--- src/rtl/des_out_serializer.sv ---
// des_out_serializer: buffers 64-bit cipher blocks in a small FIFO and streams
// each one out MSB-first as 8 bytes over a valid/ready interface.
module des_out_serializer #(
   parameter int ADDR_W = 2
) (
   input  logic              clk,
   input  logic              rst,
   input  logic [63:0]       blk_in,
   input  logic              blk_valid,
   output logic [7:0]        byte_out,
   output logic              byte_valid,
   input  logic              byte_ready,
   output logic              byte_last,
   output logic [ADDR_W:0]   fifo_count,
   output logic              overflow,
   input  logic              ovf_clr,
   output logic              busy
);
   localparam int DEPTH = 2 ** ADDR_W;
   typedef enum logic {IDLE, SHIFT} state_t;
   state_t            state;
   logic [63:0]       mem [DEPTH];
   logic [ADDR_W-1:0] wr_ptr, rd_ptr;
   logic [63:0]       shreg;
   logic [2:0]        idx;
   logic              pop, push;
   // A pop on the final accepted byte frees a slot, so a full FIFO can still take a block
   assign pop  = (fifo_count != '0) && (state == IDLE || (byte_ready && idx == 3'd7));
   assign push = blk_valid && (fifo_count < (ADDR_W + 1)'(DEPTH) || pop);
   assign byte_valid = (state == SHIFT);
   assign byte_out   = byte_valid ? shreg[63:56] : 8'h00;
   assign byte_last  = byte_valid && idx == 3'd7;
   assign busy       = byte_valid || fifo_count != '0;
   always_ff @(posedge clk)
      if (push) mem[wr_ptr] <= blk_in;
   always_ff @(posedge clk or posedge rst) begin
      if (rst) begin
         state      <= IDLE;
         wr_ptr     <= '0;
         rd_ptr     <= '0;
         fifo_count <= '0;
         overflow   <= 1'b0;
         shreg      <= '0;
         idx        <= '0;
      end else begin
         if (push) wr_ptr <= wr_ptr + ADDR_W'(1);
         if (pop) rd_ptr <= rd_ptr + ADDR_W'(1);
         if (push && !pop) fifo_count <= fifo_count + (ADDR_W + 1)'(1);
         else if (pop && !push) fifo_count <= fifo_count - (ADDR_W + 1)'(1);
         overflow <= (blk_valid && !push) ? 1'b1 : ovf_clr ? 1'b0 : overflow;
         if (pop) begin
            shreg <= mem[rd_ptr];
            idx   <= 3'd0;
            state <= SHIFT;
         end else if (state == SHIFT && byte_ready) begin
            shreg <= shreg << 8;
            idx   <= idx + 3'd1;
            if (idx == 3'd7) state <= IDLE;
         end
      end
   end
endmodule

--- config.mk ---
export PLATFORM = sky130hd
export DESIGN_NAME = des_out_serializer
export DESIGN_NICKNAME = d
export VERILOG_FILES = /design/src/rtl/des_out_serializer.sv
export SDC_FILE = /design/constraint.sdc
export NUM_CORES = 1
export LEC_CHECK = 0
export ABC_AREA = 1
export CORE_ASPECT_RATIO = 1.75
export CORE_UTILIZATION = 40
export CTS_BUF_LIST = sky130_fd_sc_hd__clkbuf_8
export DETAILED_ROUTE_END_ITERATION = 8
export PLACE_DENSITY = 0.58
export SLEW_MARGIN = 20
export SYNTH_ARGS = -nofsm -noshare
export SYNTH_HDL_FRONTEND = slang
export SYNTH_SLANG_ARGS = --single-unit
--- constraint.sdc ---
create_clock -name clk -period 11.8 [get_ports clk]
set_input_delay 3.54 -clock clk [delete_from_list [all_inputs] [get_ports clk]]
set_output_delay 3.54 -clock clk [all_outputs]
set_load 0.01 [all_outputs]
## Word-level counts from Yosys, hierarchy flattened

Memories as Yosys holds them, arrays and structs flattened.
Index checks and enable logic that the tools add are counted.

- Latch bits: 0
- Memories: 1
- Input port bits: 69
- Output and inout bits: 15
- Memory bits (writable): 256
- Word-level logic and storage cells: 49
- Register bits: 76
- Memory bits (read-only): 0

Memory list:

| name | words | bits a word | read ports | clocked after memory_dff | write ports | line | source |
|---|---|---|---|---|---|---|---|
| mem | 4 | 64 | 1 | 0 | 1 | 22 | `logic [63:0] mem [DEPTH];` |

- Bitwise logic cells: 1
- Reductions and logical operators: 19
- Muxes and demuxes: 14
- Shifts and indexed selects: 0
- $add $sub $neg: 5
- Order comparisons: 1
- Div/mod/pow operators: 0
- Multiply operators: 0
- Equal/unequal tests: 1

Operators with widths:

| cell | number |
|---|---|
| $mux W64 | 2 |
| $mux W3 | 4 |
| $logic_and A1 B1 Y1 | 8 |
| $mux W8 | 1 |
| $reduce_bool A2 Y1 | 4 |
| $mux W1 | 7 |
| $add A3 B1 Y3 const B | 2 |
| $add A2 B1 Y2 const B | 2 |
| $eq A3 B3 Y1 const B | 1 |
| $logic_or A1 B1 Y1 | 3 |
| $lt A3 B3 Y1 const B | 1 |
| $reduce_bool A3 Y1 | 1 |
| $sub A3 B1 Y3 const B | 1 |
| $logic_not A1 Y1 | 2 |
| $reduce_and A2 Y1 | 1 |
| $not A1 Y1 | 1 |

## Depth between registers and ports, before layout

- Depth in word-level cells: 10
- Depth in mapped cells: 16
- Gate-level depth less buffers: 15

## Least setup slack after synthesis

Ideal clock, no wire load.

- Kind: in2reg
- Start: input byte_ready
- End: memory mem[0][0], enable pin
- Stages: 7
- Required time: 11.314 ns
- Buffers on the path: 1
- Arrival: 6.719 ns
- Library setup time: 0.486 ns
- Path slack: 4.595 ns
- Cell sequence: nand2_1 nand2_2 nand2_2 buf_6 nand2_1 nand2_2 nor2_1

- Longest elaborated chain between the ends: 7

RTL lines:

| what | line | source |
|---|---|---|
| from (decl) | 12 | `input logic byte_ready,` |
| $logic_and A1 B1 Y1 | 28 | `assign pop = (fifo_count != '0) && (state == IDLE \|\| (byte_ready && idx == 3'd7));` |
| $logic_or A1 B1 Y1 | 28 |  |
| $logic_and A1 B1 Y1 | 28 |  |
| $logic_or A1 B1 Y1 | 29 | `assign push = blk_valid && (fifo_count < (ADDR_W + 1)'(DEPTH) \|\| pop);` |
| $logic_and A1 B1 Y1 | 29 |  |
| $mux W1 | 35 | `if (push) mem[wr_ptr] <= blk_in;` |
| $mux W1 (not written as such) | 35 |  |
| to (decl) | 22 |  |

No other way between the ends.

## Final worst setup path

- Start: input byte_ready
- End: register fifo_count[1]

- Longest elaborated chain between the ends: 8
- Elaborated cells between the ends (all ways): 11
- Those cells by class: 1 x mux; 10 x reduce/logical

RTL lines:

| what | line | source |
|---|---|---|
| $logic_and A1 B1 Y1 (*) | 28 |  |
| $logic_or A1 B1 Y1 (*) | 28 |  |
| $logic_and A1 B1 Y1 (*) | 28 |  |
| $logic_or A1 B1 Y1 | 29 |  |
| $logic_and A1 B1 Y1 | 29 |  |
| $logic_not A1 Y1 | 49 | `else if (pop && !push) fifo_count <= fifo_count - (ADDR_W + 1)'(1);` |
| $logic_and A1 B1 Y1 | 49 |  |
| $reduce_bool A2 Y1 (no source line) | -- |  |
| to (signal assigned) | 48 | `if (push && !pop) fifo_count <= fifo_count + (ADDR_W + 1)'(1);` |
| to (signal assigned) | 49 |  |
| to (decl) | 14 | `output logic [ADDR_W:0] fifo_count,` |

Mark *: on every way between the ends. The rest lies on a longest branch, timed or not.
A chain may end at the register's enable or synchronous reset.

==> flow_summary.toml <==
[outcome]
status = "complete, no violations"

[worst_hold_path]
hold_end = "shreg[57]"
min_delay_path_depth = 2
hp-class = "reg -> reg"
min_from = "shreg[57]"

[finish]
multi_input_area_mm2 = 0.00344
layout-drive-gt1-share = 0.0649
mostFrequentLayoutCell = "nand2_1"
ff_latch_area_mm2 = 0.00959
fillers = 3129
nets = 1441
area_growth_pct = 15.1
layout_common_cells = "nand2_1, edfxtp_1, nand3_1"

[critical_path]
crit_path_max_fanout = 65
rrSetupSlack_ps = 8530
crit_top_cell = "nand2_2"
critPathTopFamily = "buffers and inverters"
path_buf_inv = 4
critical_path_required_ps = 12240
cp-start-kind = "primary input"
critPathKind = "in -> reg"
critPathMaxStageDelay_ps = 550
arrival_ps = 6400
critPathSlowestCell = "buf_4"
timing.rr.end = "fifo_count[1]"
path_cells = "clkdlybuf4s50_1 -> nand2_1 -> nand2_2 -> nand2_2 -> buf_4 -> nand2_1 -> nand2_2 -> inv_1 -> ha_1 -> inv_1 -> fa_1 -> mux2_2"
cp-end-kind = "flip-flop"
rr_worst_depth = 13
r2r-start = "idx[0]"

[floorplan]
rows = 89
die_h_um = 247
top_level_ports = 84
start_util = 0.406
core_area_mm2 = 0.0337
dieArea_mm2 = 0.0350
die_x_um = 142

[route]
routedWlPerCell_um = 15.8
ant_nets = 0
routed_wl_um = 29400
vias = 8914
drt_first_pass_iters = 5
drt_iter0_markers = 426
via_per_inst = 4.80
post-route-drc-count = 0

[clock_tree]
cts_buffer_depth = 3
cts_sinks = 332
htree_levels = 2
clkTransAtPathRegs_ps = 60
cts_buffers = 47
cts_resized = 0
root_buffer = "clkbuf_8"
insertion_delay_ps = 580
hold_buffers = 0
cts_tree = "done"
cts_setup_buffers = 0

[synthesis]
synth_seq_cells = 332
synth_area_leaders = "edfxtp_1, nand2_1, dfrtp_1, nand3_1, inv_1"
syn_area_mm2 = 0.0137
avgSynthCellArea_um2 = 10.6
synth.distinct_cells = 22
synth.largest_area_cell = "edfxtp_1"
synth_warnings = 0
synth_cells = 1287
syn_nets = 1364
ys_seq_area_frac = 0.701
yosysTopAreaCellShare = 0.562

[global_routing]
antenna_found_initial = 1
grt_pass1_wl_um = 46900
grt_pass1_vias = 8853
grt_start_max_net_pins = 95
grt_usage = 0.175
overflow = 0

[sta]
relSlewSlack = 0.300
finClkSkew_ps = 23.4
fmax_mhz = 168
period_share = 0.505
hold_viol = 0
maxSlewViolCount = 0
setup_tns_ps = 0
worst_pin_slew_ps = 1050
finalCriticalPeriod_ps = 5960
rsz0062_at_grt = "no"
setup_viol_count_final = 0

[pwr]
p_leak_nw = 6.56
power.density_mw_per_mm2 = 235
ir_worst_vdd_v = 0.000128
finalPower_mw = 3.70

[place]
numPortBuffers = 83
place_hpwl_um = 16100
gp_congestion = 0.730

[run]
maxCapViolations = 0
## worst register-to-register path: cells and delay by family, from the launching register on
family	cells	cell delay, ps
mux	1	270
simple gates	5	730
buf+inv	3	730
fa+ha+maj	4	1010
flops	1	400
## where the power goes
part | internal [mW] | switching, mW | leakage [nW]
clock network | 0.427 | 0.422 | 0.500
registers | 1.53 | 0.114 | 3.29
logic | 0.381 | 0.820 | 2.76
## flip-flops by register name, summed over array words and instances, names as in the netlist
| register | count |
|---|---|
| byte_valid | 1 |
| fifo_count | 3 |
| idx | 3 |
| mem | 256 |
| overflow | 1 |
| rd_ptr | 2 |
| shreg | 64 |
| wr_ptr | 2 |
## layout make-up
cell class / instances / area share
diodes: 1 / 0.000159
clock buffers: 52 / 0.0454
clock inverters: 35 / 0.0106
inverters: 81 / 0.0195
multi-input cells: 805 / 0.218
flip-flops and latches: 332 / 0.609
well taps: 455 / 0.0361
repair buffers: 97 / 0.0607
## routing by layer
layer  up-vias  track usage  wire (µm)
met4         0       0.0689        809
met1      4323        0.194      11500
met5         -            0          0
met3        53       0.0240        842
li1       4382            -          -
met2       156        0.334      16300
## cell usage after synthesis (all sizes together)
library cell and count:
nand2 556, o21ai 29, fa 1, clkbuf 7
a31oi 1, mux2 1, buf 62, dfrtp 76
edfxtp 256, nand3 172, inv 81, nor2 35
ha 7, xor2 2, xnor2 1
## worst max-delay path by stage
stage / start / end / slack (ps) / cells past startpoint
2_1_floorplan: byte_ready / mem[0][0] / 4590 / 7
3_3_place_gp: byte_ready / fifo_count[1] / 5360 / 12
3_5_place_dp: byte_ready / fifo_count[1] / 5280 / 12
4_1_cts: byte_ready / fifo_count[1] / 5880 / 12
5_1_grt: byte_ready / fifo_count[1] / 5670 / 12
6_report: byte_ready / fifo_count[1] / 5840 / 12
## cells by family (layout without fill, tap and decap cells)
| logic type | Yosys count | count (layout) | share of synthesized area |
|---|---|---|---|
| other | 0 | 1 | 0 |
| XOR/XNOR | 3 | 3 | 0.00192 |
| buffers and inverters | 150 | 265 | 0.0520 |
| AND/OR/NAND/NOR | 763 | 763 | 0.226 |
| multiplexers | 1 | 1 | 0.000823 |
| AO/OA/AOI/OAI | 30 | 30 | 0.0113 |
| flip-flops | 332 | 332 | 0.701 |
| adder cells (fa/ha/maj) | 8 | 8 | 0.00786 |
## metrics by stage
stage	instance area [µm²]	utilization	instances	setup slack, ps	hold slack, ps
after floorplan	13700	-	1287	4590	449
after global placement	14800	0.440	1769	5360	462
after detailed placement	14800	0.440	1769	5280	465
after CTS	15700	0.466	1856	5880	483
after global routing	15800	0.467	1858	5670	501
final	15800	0.467	1858	5840	477
(Power assumes the default switching activity.)
